===== src/rtl/uart_irq_ctrl_if.sv =====
// uart_irq_ctrl_if: event, CSR and interrupt signals between the UART core, the CSR block and uart_irq_ctrl.
interface uart_irq_ctrl_if #(
  parameter int EVENTS_NUM = 32,
  parameter int CNT_W      = 8,
  parameter int TMR_W      = 16,
  parameter int ID_W       = ($clog2(EVENTS_NUM) > 1) ? $clog2(EVENTS_NUM) : 1
);
  logic [EVENTS_NUM-1:0] i_events_enable;
  logic [EVENTS_NUM-1:0] i_events_mask;
  logic [EVENTS_NUM-1:0] i_events_edge;
  logic [EVENTS_NUM-1:0] i_events_itself;
  logic [EVENTS_NUM-1:0] i_status_clr;
  logic [CNT_W-1:0]      i_coal_thresh;
  logic [TMR_W-1:0]      i_coal_timeout;
  logic [EVENTS_NUM-1:0] o_events_stats;
  logic [EVENTS_NUM-1:0] o_irq_bus;
  logic                  o_irq;
  logic [ID_W-1:0]       o_irq_id;
  logic                  o_irq_id_vld;
  modport master (
    output i_events_enable, i_events_mask, i_events_edge, i_events_itself, i_status_clr,
    output i_coal_thresh, i_coal_timeout,
    input  o_events_stats, o_irq_bus, o_irq, o_irq_id, o_irq_id_vld
  );
  modport slave (
    input  i_events_enable, i_events_mask, i_events_edge, i_events_itself, i_status_clr,
    input  i_coal_thresh, i_coal_timeout,
    output o_events_stats, o_irq_bus, o_irq, o_irq_id, o_irq_id_vld
  );
endinterface


===== src/rtl/uart_irq_ctrl.sv =====
// uart_irq_ctrl: sticky W1C event status, masked IRQ bus, lowest-index ID and combined o_irq.
// Define UART_IRQ_COALESCE_EN to drive o_irq from the interrupt-coalescing FSM.
module uart_irq_ctrl #(
  parameter int EVENTS_NUM = 32,
  parameter int CNT_W      = 8,
  parameter int TMR_W      = 16,
  parameter int ID_W       = ($clog2(EVENTS_NUM) > 1) ? $clog2(EVENTS_NUM) : 1
) (
  input  logic          i_clk,
  input  logic          i_nrst,
  uart_irq_ctrl_if.slave bus
);
  logic [EVENTS_NUM-1:0] r_evt_q, r_stats, r_bus;
  logic [EVENTS_NUM-1:0] w_hit, w_stats_nxt, w_bus_nxt;
  logic                  r_irq, w_irq_nxt;
  logic [ID_W-1:0]       w_id;
  // Edge-mode bits only hit when the input was low last cycle; set beats a same-cycle clear.
  assign w_hit       = bus.i_events_enable & bus.i_events_itself & (~bus.i_events_edge | ~r_evt_q);
  assign w_stats_nxt = bus.i_events_enable & (w_hit | (r_stats & ~bus.i_status_clr));
  assign w_bus_nxt   = r_stats & ~bus.i_events_mask;
  always_ff @(posedge i_clk or negedge i_nrst) begin
    if (!i_nrst) begin
      r_evt_q <= '0;
      r_stats <= '0;
      r_bus   <= '0;
      r_irq   <= 1'b0;
    end else begin
      r_evt_q <= bus.i_events_itself;
      r_stats <= w_stats_nxt;
      r_bus   <= w_bus_nxt;
      r_irq   <= w_irq_nxt;
    end
  end
  always_comb begin
    w_id = '0;
    for (int k = EVENTS_NUM - 1; k >= 0; k--) w_id = r_bus[k] ? ID_W'(k) : w_id;
  end
  assign bus.o_events_stats = r_stats;
  assign bus.o_irq_bus      = r_bus;
  assign bus.o_irq          = r_irq;
  assign bus.o_irq_id       = w_id;
  assign bus.o_irq_id_vld   = |r_bus;
`ifdef UART_IRQ_COALESCE_EN
  localparam int PC_W  = $clog2(EVENTS_NUM + 1);
  localparam int SUM_W = ((CNT_W > PC_W) ? CNT_W : PC_W) + 1;
  localparam logic [SUM_W-1:0] CNT_MAX = SUM_W'({CNT_W{1'b1}});
  typedef enum logic [1:0] {S_IDLE, S_COLLECT, S_ASSERT} state_t;
  state_t           r_state, w_state_nxt;
  logic [CNT_W-1:0] r_cnt, w_cnt_nxt, w_cnt_sat, w_thr;
  logic [TMR_W-1:0] r_tmr, w_tmr_nxt;
  logic [PC_W-1:0]  w_new;
  logic [SUM_W-1:0] w_sum;
  logic             w_fire, w_bus_empty;
  always_comb begin
    w_new = '0;
    for (int k = 0; k < EVENTS_NUM; k++) w_new = w_new + PC_W'(w_bus_nxt[k] & ~r_bus[k]);
  end
  // IDLE restarts the count from zero; COLLECT accumulates on top of it.
  assign w_sum       = SUM_W'((r_state == S_COLLECT) ? r_cnt : CNT_W'(0)) + SUM_W'(w_new);
  assign w_cnt_sat   = (w_sum > CNT_MAX) ? '1 : w_sum[CNT_W-1:0];
  assign w_thr       = (bus.i_coal_thresh == '0) ? CNT_W'(1) : bus.i_coal_thresh;
  assign w_bus_empty = (r_bus == '0);
  assign w_fire      = (r_cnt >= w_thr) ||
                       ((bus.i_coal_timeout != '0) && (r_tmr >= bus.i_coal_timeout - TMR_W'(1)));
  always_comb begin
    w_state_nxt = r_state;
    w_cnt_nxt   = r_cnt;
    w_tmr_nxt   = r_tmr;
    if (r_state == S_IDLE) begin
      w_state_nxt = (w_new != '0) ? S_COLLECT : S_IDLE;
      w_cnt_nxt   = w_cnt_sat;
      w_tmr_nxt   = '0;
    end else if (r_state == S_COLLECT) begin
      w_state_nxt = w_bus_empty ? S_IDLE : (w_fire ? S_ASSERT : S_COLLECT);
      w_cnt_nxt   = w_cnt_sat;
      w_tmr_nxt   = (r_tmr == '1) ? r_tmr : r_tmr + TMR_W'(1);
    end else begin
      w_state_nxt = w_bus_empty ? S_IDLE : S_ASSERT;
      w_cnt_nxt   = w_bus_empty ? '0 : r_cnt;
      w_tmr_nxt   = w_bus_empty ? '0 : r_tmr;
    end
  end
  always_ff @(posedge i_clk or negedge i_nrst) begin
    if (!i_nrst) begin
      r_state <= S_IDLE;
      r_cnt   <= '0;
      r_tmr   <= '0;
    end else begin
      r_state <= w_state_nxt;
      r_cnt   <= w_cnt_nxt;
      r_tmr   <= w_tmr_nxt;
    end
  end
  assign w_irq_nxt = (r_state == S_ASSERT);
`else
  logic w_unused;
  assign w_unused  = ^{bus.i_coal_thresh, bus.i_coal_timeout};
  assign w_irq_nxt = |w_bus_nxt;
`endif
endmodule

===== src/flat_wrapper.sv =====
// flat-port wrapper written by rule: the top's interface ports become plain ports
module uart_irq_ctrl_flat 
#(
  parameter int EVENTS_NUM = 32,
  parameter int CNT_W      = 8,
  parameter int TMR_W      = 16,
  parameter int ID_W       = ($clog2(EVENTS_NUM) > 1) ? $clog2(EVENTS_NUM) : 1
)
  (i_clk, i_nrst, bus_i_events_enable, bus_i_events_mask, bus_i_events_edge, bus_i_events_itself, bus_i_status_clr, bus_i_coal_thresh, bus_i_coal_timeout, bus_o_events_stats, bus_o_irq_bus, bus_o_irq, bus_o_irq_id, bus_o_irq_id_vld);
  uart_irq_ctrl_if #(.EVENTS_NUM(EVENTS_NUM), .CNT_W(CNT_W), .TMR_W(TMR_W), .ID_W(ID_W)) bus_i ();
  input  logic i_clk;
  input  logic i_nrst;
  input wire logic [$bits(bus_i.i_events_enable)-1:0] bus_i_events_enable;
  input wire logic [$bits(bus_i.i_events_mask)-1:0] bus_i_events_mask;
  input wire logic [$bits(bus_i.i_events_edge)-1:0] bus_i_events_edge;
  input wire logic [$bits(bus_i.i_events_itself)-1:0] bus_i_events_itself;
  input wire logic [$bits(bus_i.i_status_clr)-1:0] bus_i_status_clr;
  input wire logic [$bits(bus_i.i_coal_thresh)-1:0] bus_i_coal_thresh;
  input wire logic [$bits(bus_i.i_coal_timeout)-1:0] bus_i_coal_timeout;
  output wire logic [$bits(bus_i.o_events_stats)-1:0] bus_o_events_stats;
  output wire logic [$bits(bus_i.o_irq_bus)-1:0] bus_o_irq_bus;
  output wire logic [$bits(bus_i.o_irq)-1:0] bus_o_irq;
  output wire logic [$bits(bus_i.o_irq_id)-1:0] bus_o_irq_id;
  output wire logic [$bits(bus_i.o_irq_id_vld)-1:0] bus_o_irq_id_vld;
  assign bus_i.i_events_enable = bus_i_events_enable;
  assign bus_i.i_events_mask = bus_i_events_mask;
  assign bus_i.i_events_edge = bus_i_events_edge;
  assign bus_i.i_events_itself = bus_i_events_itself;
  assign bus_i.i_status_clr = bus_i_status_clr;
  assign bus_i.i_coal_thresh = bus_i_coal_thresh;
  assign bus_i.i_coal_timeout = bus_i_coal_timeout;
  assign bus_o_events_stats = bus_i.o_events_stats;
  assign bus_o_irq_bus = bus_i.o_irq_bus;
  assign bus_o_irq = bus_i.o_irq;
  assign bus_o_irq_id = bus_i.o_irq_id;
  assign bus_o_irq_id_vld = bus_i.o_irq_id_vld;
  uart_irq_ctrl #(.EVENTS_NUM(EVENTS_NUM), .CNT_W(CNT_W), .TMR_W(TMR_W), .ID_W(ID_W)) u_core (.i_clk(i_clk), .i_nrst(i_nrst), .bus(bus_i));
endmodule

===== config.mk =====
export PLATFORM = sky130hd
export DESIGN_NAME = uart_irq_ctrl_flat
export DESIGN_NICKNAME = d
export VERILOG_FILES = /design/src/rtl/uart_irq_ctrl_if.sv /design/src/rtl/uart_irq_ctrl.sv /design/src/flat_wrapper.sv
export SDC_FILE = /design/constraint.sdc
export NUM_CORES = 1
export LEC_CHECK = 0
export BUFFER_PORTS_ARGS = -buffer_cell sky130_fd_sc_hd__buf_2
export CELL_PAD_IN_SITES_DETAIL_PLACEMENT = 1
export CELL_PAD_IN_SITES_GLOBAL_PLACEMENT = 2
export CORE_MARGIN = 2
export CORE_UTILIZATION = 21
export DETAILED_ROUTE_END_ITERATION = 6
export PLACE_DENSITY_LB_ADDON = 0.1
export REMOVE_ABC_BUFFERS = 1
export SETUP_SLACK_MARGIN = 0.2
export SYNTH_ARGS = -nofsm -noshare
export SYNTH_HDL_FRONTEND = slang
export SYNTH_SLANG_ARGS = --single-unit

===== constraint.sdc =====
create_clock -name i_clk -period 1.2 [get_ports i_clk]
set_input_delay 0.06 -clock i_clk [delete_from_list [all_inputs] [get_ports i_clk]]
set_output_delay 0.06 -clock i_clk [all_outputs]
set_load 0.005 [all_outputs]

==> results, run 1 <==
- The flow ran to the end, but the final reports show violations.
- The checks that failed: hold timing, setup timing.
- Counting I/O delays and the setup requirement, the final critical path takes 1910 ps.
- The hold-critical path depth is 2.
- The end point of the most critical hold path is u_core.bus.o_irq_bus[9].
- Setup repair after global routing could not meet its margin everywhere.
- The startpoint identified for the worst hold timing path is bus_i_events_mask[9].
- The chip width is 138 um.
- In this run the critical register-to-register path is launched from u_core.bus.o_events_stats[10].
- The clock root buffer is sky130_fd_sc_hd__clkbuf_16.
- The critical path goes through nor3b_2 > nor3_2 > o31ai_2 > o2111ai_2 > a221oi_2 > buf_2.
- The number of global-route vias before repair is 4,560.
- The number of H-tree levels is 3.
- The worst path arrival time is 1850 ps.
- The kind of end point of the critical path is an output port.
- The number of I/O pins is 257.
- Clock-pin slew was measured on the worst setup and hold paths at 70 ps.
- By area the synthesized netlist is led by sky130_fd_sc_hd__dfrtp_1, sky130_fd_sc_hd__nor2b_1, sky130_fd_sc_hd__a21oi_1.
- In the global route stage, met3 resource usage came out at 0.0416.
- The clock latency of the later-clocked register in the worst-skew pair is 350 ps.
- In the global route stage, met1 resource usage came out at 0.171.
- The synthesized instance count is 333.
- The largest stage delay on the critical path is 420 ps.
- The average wire per standard cell is 14.8 um.
- The classification of the worst-slack hold path is in -> reg.
- The cell with the biggest individual delay on the critical path is sky130_fd_sc_hd__dfrtp_1.
- The logic depth of the worst register-to-register path is 5.
- Dividing the detail-routed via count by the number of cells gives 4.05.
- Synthesis instantiated 26 different standard cells from the library.
- The floorplan step defined a die boundary enclosing 19,100 um2.
- The Yosys step of the flow raised 0 warnings.
- The switching power summed over all nets is 2.08 mW.
- The global-route wire length before repair is 22,900 um.
- The post-route clock skew is 8.87 ps.
- The pin count of the biggest net entering global routing is 31.
- The share of synthesized area in the top cell type comes to 0.641.
- The setup slack on the worst flop-to-flop path is -270 ps.
- The iteration-0 DRC count of the detailed router is 54.
- In the global route stage, overall resource usage came out at 0.152.
- The total CTS buffers is 9.
- Buffers inserted to repair hold after CTS numbered 66.
- The row count is 49.
- The count of buffers added on input and output ports is 232.
- The leakage power of the design is 3.85 nW.
- Summing internal, switching and leakage power gives 8.58 mW.
- For this run, the share of the core covered by cells in the final layout is 0.441.
- The post-synthesis instance area is 3790 um2.
- The TritonCTS clock tree is done.
- The worst path buffer plus inverter count is 1.
- In the global route stage, met2 resource usage came out at 0.276.
- Synthesis inferred 97 register bits.
- Yosys mapped a number of flops with a built-in enable equal to 0.
- The max-slew violation count is 0.
- The terminus of the critical flop-to-flop path is u_core.bus.o_irq.
- The post-detailed-route DRC marker count is 0.
- Sorting the synthesized cells by how often they occur yields sky130_fd_sc_hd__dfrtp_1, sky130_fd_sc_hd__nor2b_1, sky130_fd_sc_hd__a21oi_1, sky130_fd_sc_hd__nand2_1, sky130_fd_sc_hd__nor4_1.
- The count of max-cap constraint violations is 0.
- The number of nets with antenna violations after routing is 0.
- The clock passes through at most 2 buffers.
- Global routing finished with a remaining overflow of 0.
- Derived from the worst setup path, the maximum achievable clock frequency is 523 MHz.
- The vertical die dimension is 138 um.
- The internal power is 6.50 mW.
- The standard cell core area is 17,800 um2.
- The slew at the pin with the worst max-slew slack is 464 ps.
- Across the VDD grid, the largest voltage drop is 0.000624 V.
- The total wire length after detailed routing is 14,600 um.
- The routing layer with the top usage in global route is met2.
- The share of total power dissipated in sequential elements is 0.416.
- The starting density of the core is 0.212.
- The total setup violations reported at the end of the flow is 9.
- The post-synthesis to final-layout area growth is 108%.
- The proportion of power drawn by the clock network is 0.368.
- The initial antenna violation count is 0.
- The ratio of final minimum period to clock period is 1.59.
- The setup slack after layout is -713 ps.
- The share of the Yosys chip area taken by registers is 0.641.
- The antenna diode instance count is 0.
- The data required time at the worst endpoint is 1140 ps.
- The library cell occupying the most area in the post-synthesis netlist is sky130_fd_sc_hd__dfrtp_1.
- The critical path startpoint category is a flop.
- Power spread over the standard cell area amounts to 1090 nW/um2.
- The overall via count from detail_route is 3,994.
- The switching fraction of total power is 0.243.
- CTS saw 97 sinks.
- The worst hold slack across all endpoints is -131 ps.
- The combinational fraction of design power is 0.216.
- The HPWL after detailed placement is 11,000 um.
- Counting flops with an async set or reset pin after synthesis yields a share of 1.00.
- The final layout contains 937 nets.
- After synthesis, the mean cell area works out to 11.4 um2.
- In the final layout, the share of cells above drive strength 1 is 0.552.
- Routability-driven placement finished with a final weighted congestion of 0.812.
- The length of the first detailed-routing pass in iterations is 4.
- The critical path class is reg -> out.
- The highest net fanout along the worst path is 3.
- For this run, the leading register cell type out of synthesis is sky130_fd_sc_hd__dfrtp_1.
- Measured against its own limit, the worst slew margin works out to 0.691.
- The critical path's top delay family is compound AO/OA/AOI/OAI gates.
- The number of hold violations in the final report came to 18.
-- final cells by class --
type                    count  area (um2)
repair buffers            407        3190
fillers                  1973        9980
well taps                 229         287
clock inverters             5        78.8
clock buffers              11         243
flip-flops and latches     97        2440
inverters                   7        26.3
multi-input cells         229        1600
-- layout by cell type, fill, tap and decap left out, types with 2 or more instances in the layout --
cell,n
sky130_fd_sc_hd__clkbuf_16,9
sky130_fd_sc_hd__buf_6,103
sky130_fd_sc_hd__or4_1,2
sky130_fd_sc_hd__o21ai_1,3
sky130_fd_sc_hd__dfrtp_2,13
sky130_fd_sc_hd__inv_1,7
sky130_fd_sc_hd__a21boi_1,2
sky130_fd_sc_hd__buf_4,53
sky130_fd_sc_hd__nand2_1,33
sky130_fd_sc_hd__nor4_1,3
sky130_fd_sc_hd__a21oi_1,30
sky130_fd_sc_hd__buf_12,3
sky130_fd_sc_hd__dfrtp_1,84
sky130_fd_sc_hd__nor2_1,8
sky130_fd_sc_hd__nand4_1,3
sky130_fd_sc_hd__nor4_4,4
sky130_fd_sc_hd__nor2b_4,14
sky130_fd_sc_hd__dlygate4sd3_1,66
sky130_fd_sc_hd__nor2b_1,81
sky130_fd_sc_hd__nor3_1,9
sky130_fd_sc_hd__clkinv_2,2
sky130_fd_sc_hd__bufinv_16,2
sky130_fd_sc_hd__nor4_2,9
sky130_fd_sc_hd__nor2b_2,2
sky130_fd_sc_hd__buf_2,182
sky130_fd_sc_hd__a21oi_2,8
-- how the worst max path moves through the flow --
| stage | endpoint | start | slack, ps | cells past startpoint |
|---|---|---|---|---|
| 6_report | bus_o_irq_id[0] | u_core.bus.o_irq_bus[28] | -710 | 6 |
| 5_1_grt | bus_o_irq_id[0] | u_core.bus.o_irq_bus[28] | -840 | 6 |
| 4_1_cts | bus_o_irq_id[0] | u_core.bus.o_irq_bus[28] | -840 | 6 |
| 3_5_place_dp | bus_o_irq_id[0] | u_core.bus.o_irq_bus[28] | -460 | 6 |
| 3_3_place_gp | u_core.bus.o_irq | u_core.bus.o_events_stats[6] | -440 | 5 |
| 2_1_floorplan | bus_o_irq_id[4] | u_core.bus.o_irq_bus[15] | -50 | 2 |
-- per-layer routing --
layer	vias up	wire [um]
met1	1884	5730
met5	-	0
met4	0	268
met3	18	842
li1	1965	-
met2	127	7720
-- worst register-to-register path: cells and delay by family, from the launching register on --
kind	cells	cell delay (ps)
simple gates	4	810
flops	1	390
buf+inv	1	150
-- registers in the layout, indices dropped and copies added (netlist names) --
register and count:
u_core.bus.o_irq_bus 32, u_core.r_evt_q 32, u_core.bus.o_irq 1, u_core.bus.o_events_stats 32
-- stage by stage --
stage	hold WS (ps)	TNS [ps]	worst slack [ps]	area, um2	std cells
2_1_floorplan	-236	-237	-50.6	3790	333
3_3_place_gp	50.9	-2200	-441	5930	882
3_5_place_dp	45.4	-2460	-465	5930	882
4_1_cts	-154	-4710	-842	7640	976
5_1_grt	-135	-5260	-836	7870	985
6_report	-131	-4440	-713	7870	985
-- cells by family after synthesis --
logic type,count (synthesis),share of synthesized area
compound gates,51,0.0786
flops,97,0.641
simple gates,178,0.273
buf+inv,7,0.00694
-- timing repair --
action	in CTS	in global routing
gates resized for setup	140	42
setup endpoints to repair	58	67
setup buffers	12	9
endpoints found under the hold margin	114	18
pin swaps	18	14
-- power groups by stage --
stage / combinational (mW) / clock [mW] / sequential [mW]
2_1_floorplan: 0.397 / 0 / 3.61
3_3_place_gp: 1.32 / 0 / 3.60
3_5_place_dp: 1.34 / 0 / 3.61
4_1_cts: 1.80 / 3.29 / 3.57
5_1_grt: 2.03 / 3.42 / 3.60
6_report: 1.85 / 3.16 / 3.57
No activity file was read; power rests on OpenSTA's default activity.
==> run 2, diff against run 1 <==
Settings changed: CORE_UTILIZATION 21 to 23.
Clock period 1.2 ns to 2.1 ns, I/O delays scaled along.
==> results, run 2 (synthesized netlist as in run 1, its figures left out) <==
- The flow ran to the end, and the final reports show no timing, DRC or antenna violations.
- The chip width is 132 um.
- The antenna diode instance count is 0.
- The clock sink count is 97.
- In this run the number of H-tree levels came out at 3.
- The sequential cells in the finished layout cover a total of 2430 um2.
- In this run the tool buffered the top-level ports with 232 buffer cells.
- The completed layout was analyzed and its total power is 4.45 mW.
- The launch point of the worst reg-to-reg path is u_core.bus.o_events_stats[13].
- The length of the first detailed-routing pass in iterations is 4.
- In the final layout, the multi-input gates occupy 1420 um2.
- The data required time at the worst endpoint is 2000 ps.
- The count of max-cap constraint violations is 0.
- Entering global routing, the biggest net connects 44 pins.
- Tracing the worst setup path back leads to its startpoint at u_core.bus.o_irq_bus[28].
- At the later pin of the worst-skew pair, clock insertion delay measures 340 ps.
- The initialized floorplan defines 46 standard-cell rows.
- The critical path's top delay family is compound AO/OA/AOI/OAI gates.
- The ratio of final minimum period to clock period is 0.920.
- The wire length on met1 is 5600 um.
- The cell with the biggest individual delay on the critical path is sky130_fd_sc_hd__dfrtp_1.
- Clock skew on the completed layout was measured at 4.22 ps.
- The worst pin sits at a relative slew slack of 0.697.
- The share of total power dissipated in combinational logic is 0.169.
- The number of vias per cell after detailed routing is 4.11.
- For this run, the number of standard cells in the final layout without fillers is 899.
- The routed layout has 3,698 vias.
- The critical path startpoint category is a flop.
- The switching fraction of total power is 0.245.
- Once detail routing completed, the nets flagged for antenna violations numbered 0.
- The routed design could run at a clock period as short as 1930 ps.
- In this run the static leakage power is 3.29 nW.
- The source of the worst hold timing path is bus_i_status_clr[17].
- The highest net fanout along the worst path is 4.
- In this run, the number of DRC markers left after iteration 0 of detailed routing was 75.
- The congestion estimate from routability-driven global placement came to 0.733.
- The filler cells instantiated in the layout total 1,879.
- The most common cell after layout, fill and taps aside is sky130_fd_sc_hd__buf_2.
- Measured along the y axis, the die boundary spans 132 um.
- The total setup violations reported at the end of the flow is 0.
- CTS placed an instance of sky130_fd_sc_hd__clkbuf_16 at the clock tree root.
- The average wire per standard cell is 14.8 um.
- The number of global-route vias before repair is 4,134.
- The total negative slack for setup checks is 0 ps.
- For this run, design rule violations remaining after detail routing come to 0.
- After global routing the overflow that remains totals 0.
- The layout cell share with drive strength beyond 1 is 0.401.
- The clock-pin slew of the registers on the worst-case setup and hold paths is 70 ps.
- Relative to the synthesized area, the layout overhead comes to 75.0%.
- The slew at the pin with the worst max-slew slack is 453 ps.
- The critical path goes through nor3b_2 > nor3_2 > o31ai_2 > o2111ai_2 > a221oi_2 > buf_2.
- The placed wire-length estimate is 10,000 um.
- The wire length on met3 is 734 um.
- The first global-routing pass estimated 21,300 um of wire.
- The min-delay analysis places its worst path in the category in -> reg.
- The critical path class is reg -> out.
- The max-slew violation count is 0.
- The total CTS buffers is 9.
- For this design the total switching power over the nets is 1.09 mW.
- The cell count after placement is 783.
- The total wire length after detailed routing is 13,300 um.
- The die outline area is 17,500 um2.
- Hold timing on the final database bottoms out at a slack of 65.7 ps.
- The clock passes through at most 2 buffers.
- Of the total power, the clock network draws 0.372.
- The routed length on met2 is 6680 um.
- The maximum vdd drop is 0.000324 V.
- The initial antenna violation count is 0.
- The number of hold violations in the final report is 0.
- The worst register-to-register path has a setup slack of 570 ps.
- Dividing total power by cell area gives a power density of 672 nW/um2.
- In the layout the commonest cells are sky130_fd_sc_hd__buf_2, sky130_fd_sc_hd__nor2b_1, sky130_fd_sc_hd__dlygate4sd3_1.
- For this configuration, the core starts out at a cell density of 0.237.
- The highest metal layer used by the detailed router is met4.
- 257 I/O pins were placed.
- Across every metal layer, demand over resource in global routing totals 0.156.
- Cell internal power was estimated by the tool at 3.36 mW.
- Counting both buffers and inverters, the worst setup path holds a total of 1.
- The worst path arrival time is 1830 ps.
- The share of power burned in registers is 0.459.
- Setup repair after global routing could not meet its margin everywhere.
- The net count reported at finish is 864.
- The top achievable clock speed is 518 MHz.
- The TritonCTS clock tree is done.
- The largest single stage delay on the critical path is 420 ps.
- After floorplanning, the core was sized to cover 16,000 um2.
- STA classifies the critical path endpoint as an output port.
run 2: changes by cell type in the layout (fill, tap and decap cells not counted), sizes merged:
cell         delta
buf           -104
dlygate4sd3    +31
inv             +1
bufinv          -1
run 2: path summary, 6_finish.rpt:
| kind | endpoint | cells past startpoint |
|---|---|---|
| hold reg to reg | u_core.bus.o_irq_bus[14] | 1 |
| setup reg to reg | u_core.bus.o_irq | 4 |
| min in group asynchronous | u_core.r_evt_q[27] | 2 |
| hold / removal | u_core.bus.o_events_stats[17] | 4 |
| setup / recovery | bus_o_irq_id[0] | 6 |
| max in group asynchronous | u_core.bus.o_events_stats[6] | 3 |
run 2: final cells by class:
type	instances	area share
multi-input combinational	229	0.214
clock buffer	11	0.0366
tap	216	0.0408
inverter	7	0.00397
timing repair buffer	334	0.330
sequential	97	0.367
clock inverter	5	0.00812
run 2: power groups by stage:
stage | combinational, mW | sequential, mW | clock [mW]
4_1_cts | 0.748 | 2.05 | 1.73
6_report | 0.751 | 2.04 | 1.66
3_5_place_dp | 0.589 | 2.08 | 0
2_1_floorplan | 0.227 | 2.06 | 0
3_3_place_gp | 0.581 | 2.07 | 0
5_1_grt | 0.841 | 2.06 | 1.81
run 2: through the flow:
step | instance area, um2 | util | worst slack [ps]
floorplan | 3790 | - | 804
global placement | 5250 | 0.328 | 422
detailed placement | 5250 | 0.328 | 401
CTS | 6580 | 0.411 | 17.9
global route | 6630 | 0.414 | -33.9
finish | 6630 | 0.414 | 168
run 2: layer usage:
| metal | up-vias | track usage |
|---|---|---|
| li1 | 1826 | - |
| met3 | 17 | 0.0373 |
| met5 | - | 0 |
| met1 | 1727 | 0.188 |
| met2 | 128 | 0.269 |
| met4 | 0 | 0.0621 |
run 2: repair_timing:
item,CTS,global route
endpoints found under the setup margin,5,6
hold endpoints to repair,117,0
pin swaps,7,4
gates resized for setup,10,9
cloned,0,0
hold buffers,97,0
buffers inserted,2,1
run 2: worst min-delay path, delay by kind of cell:
family	cells	cell delay, ps
AOI/OAI and AO/OA	1	110
buffers and inverters	1	70
and+or+nand+nor	2	80
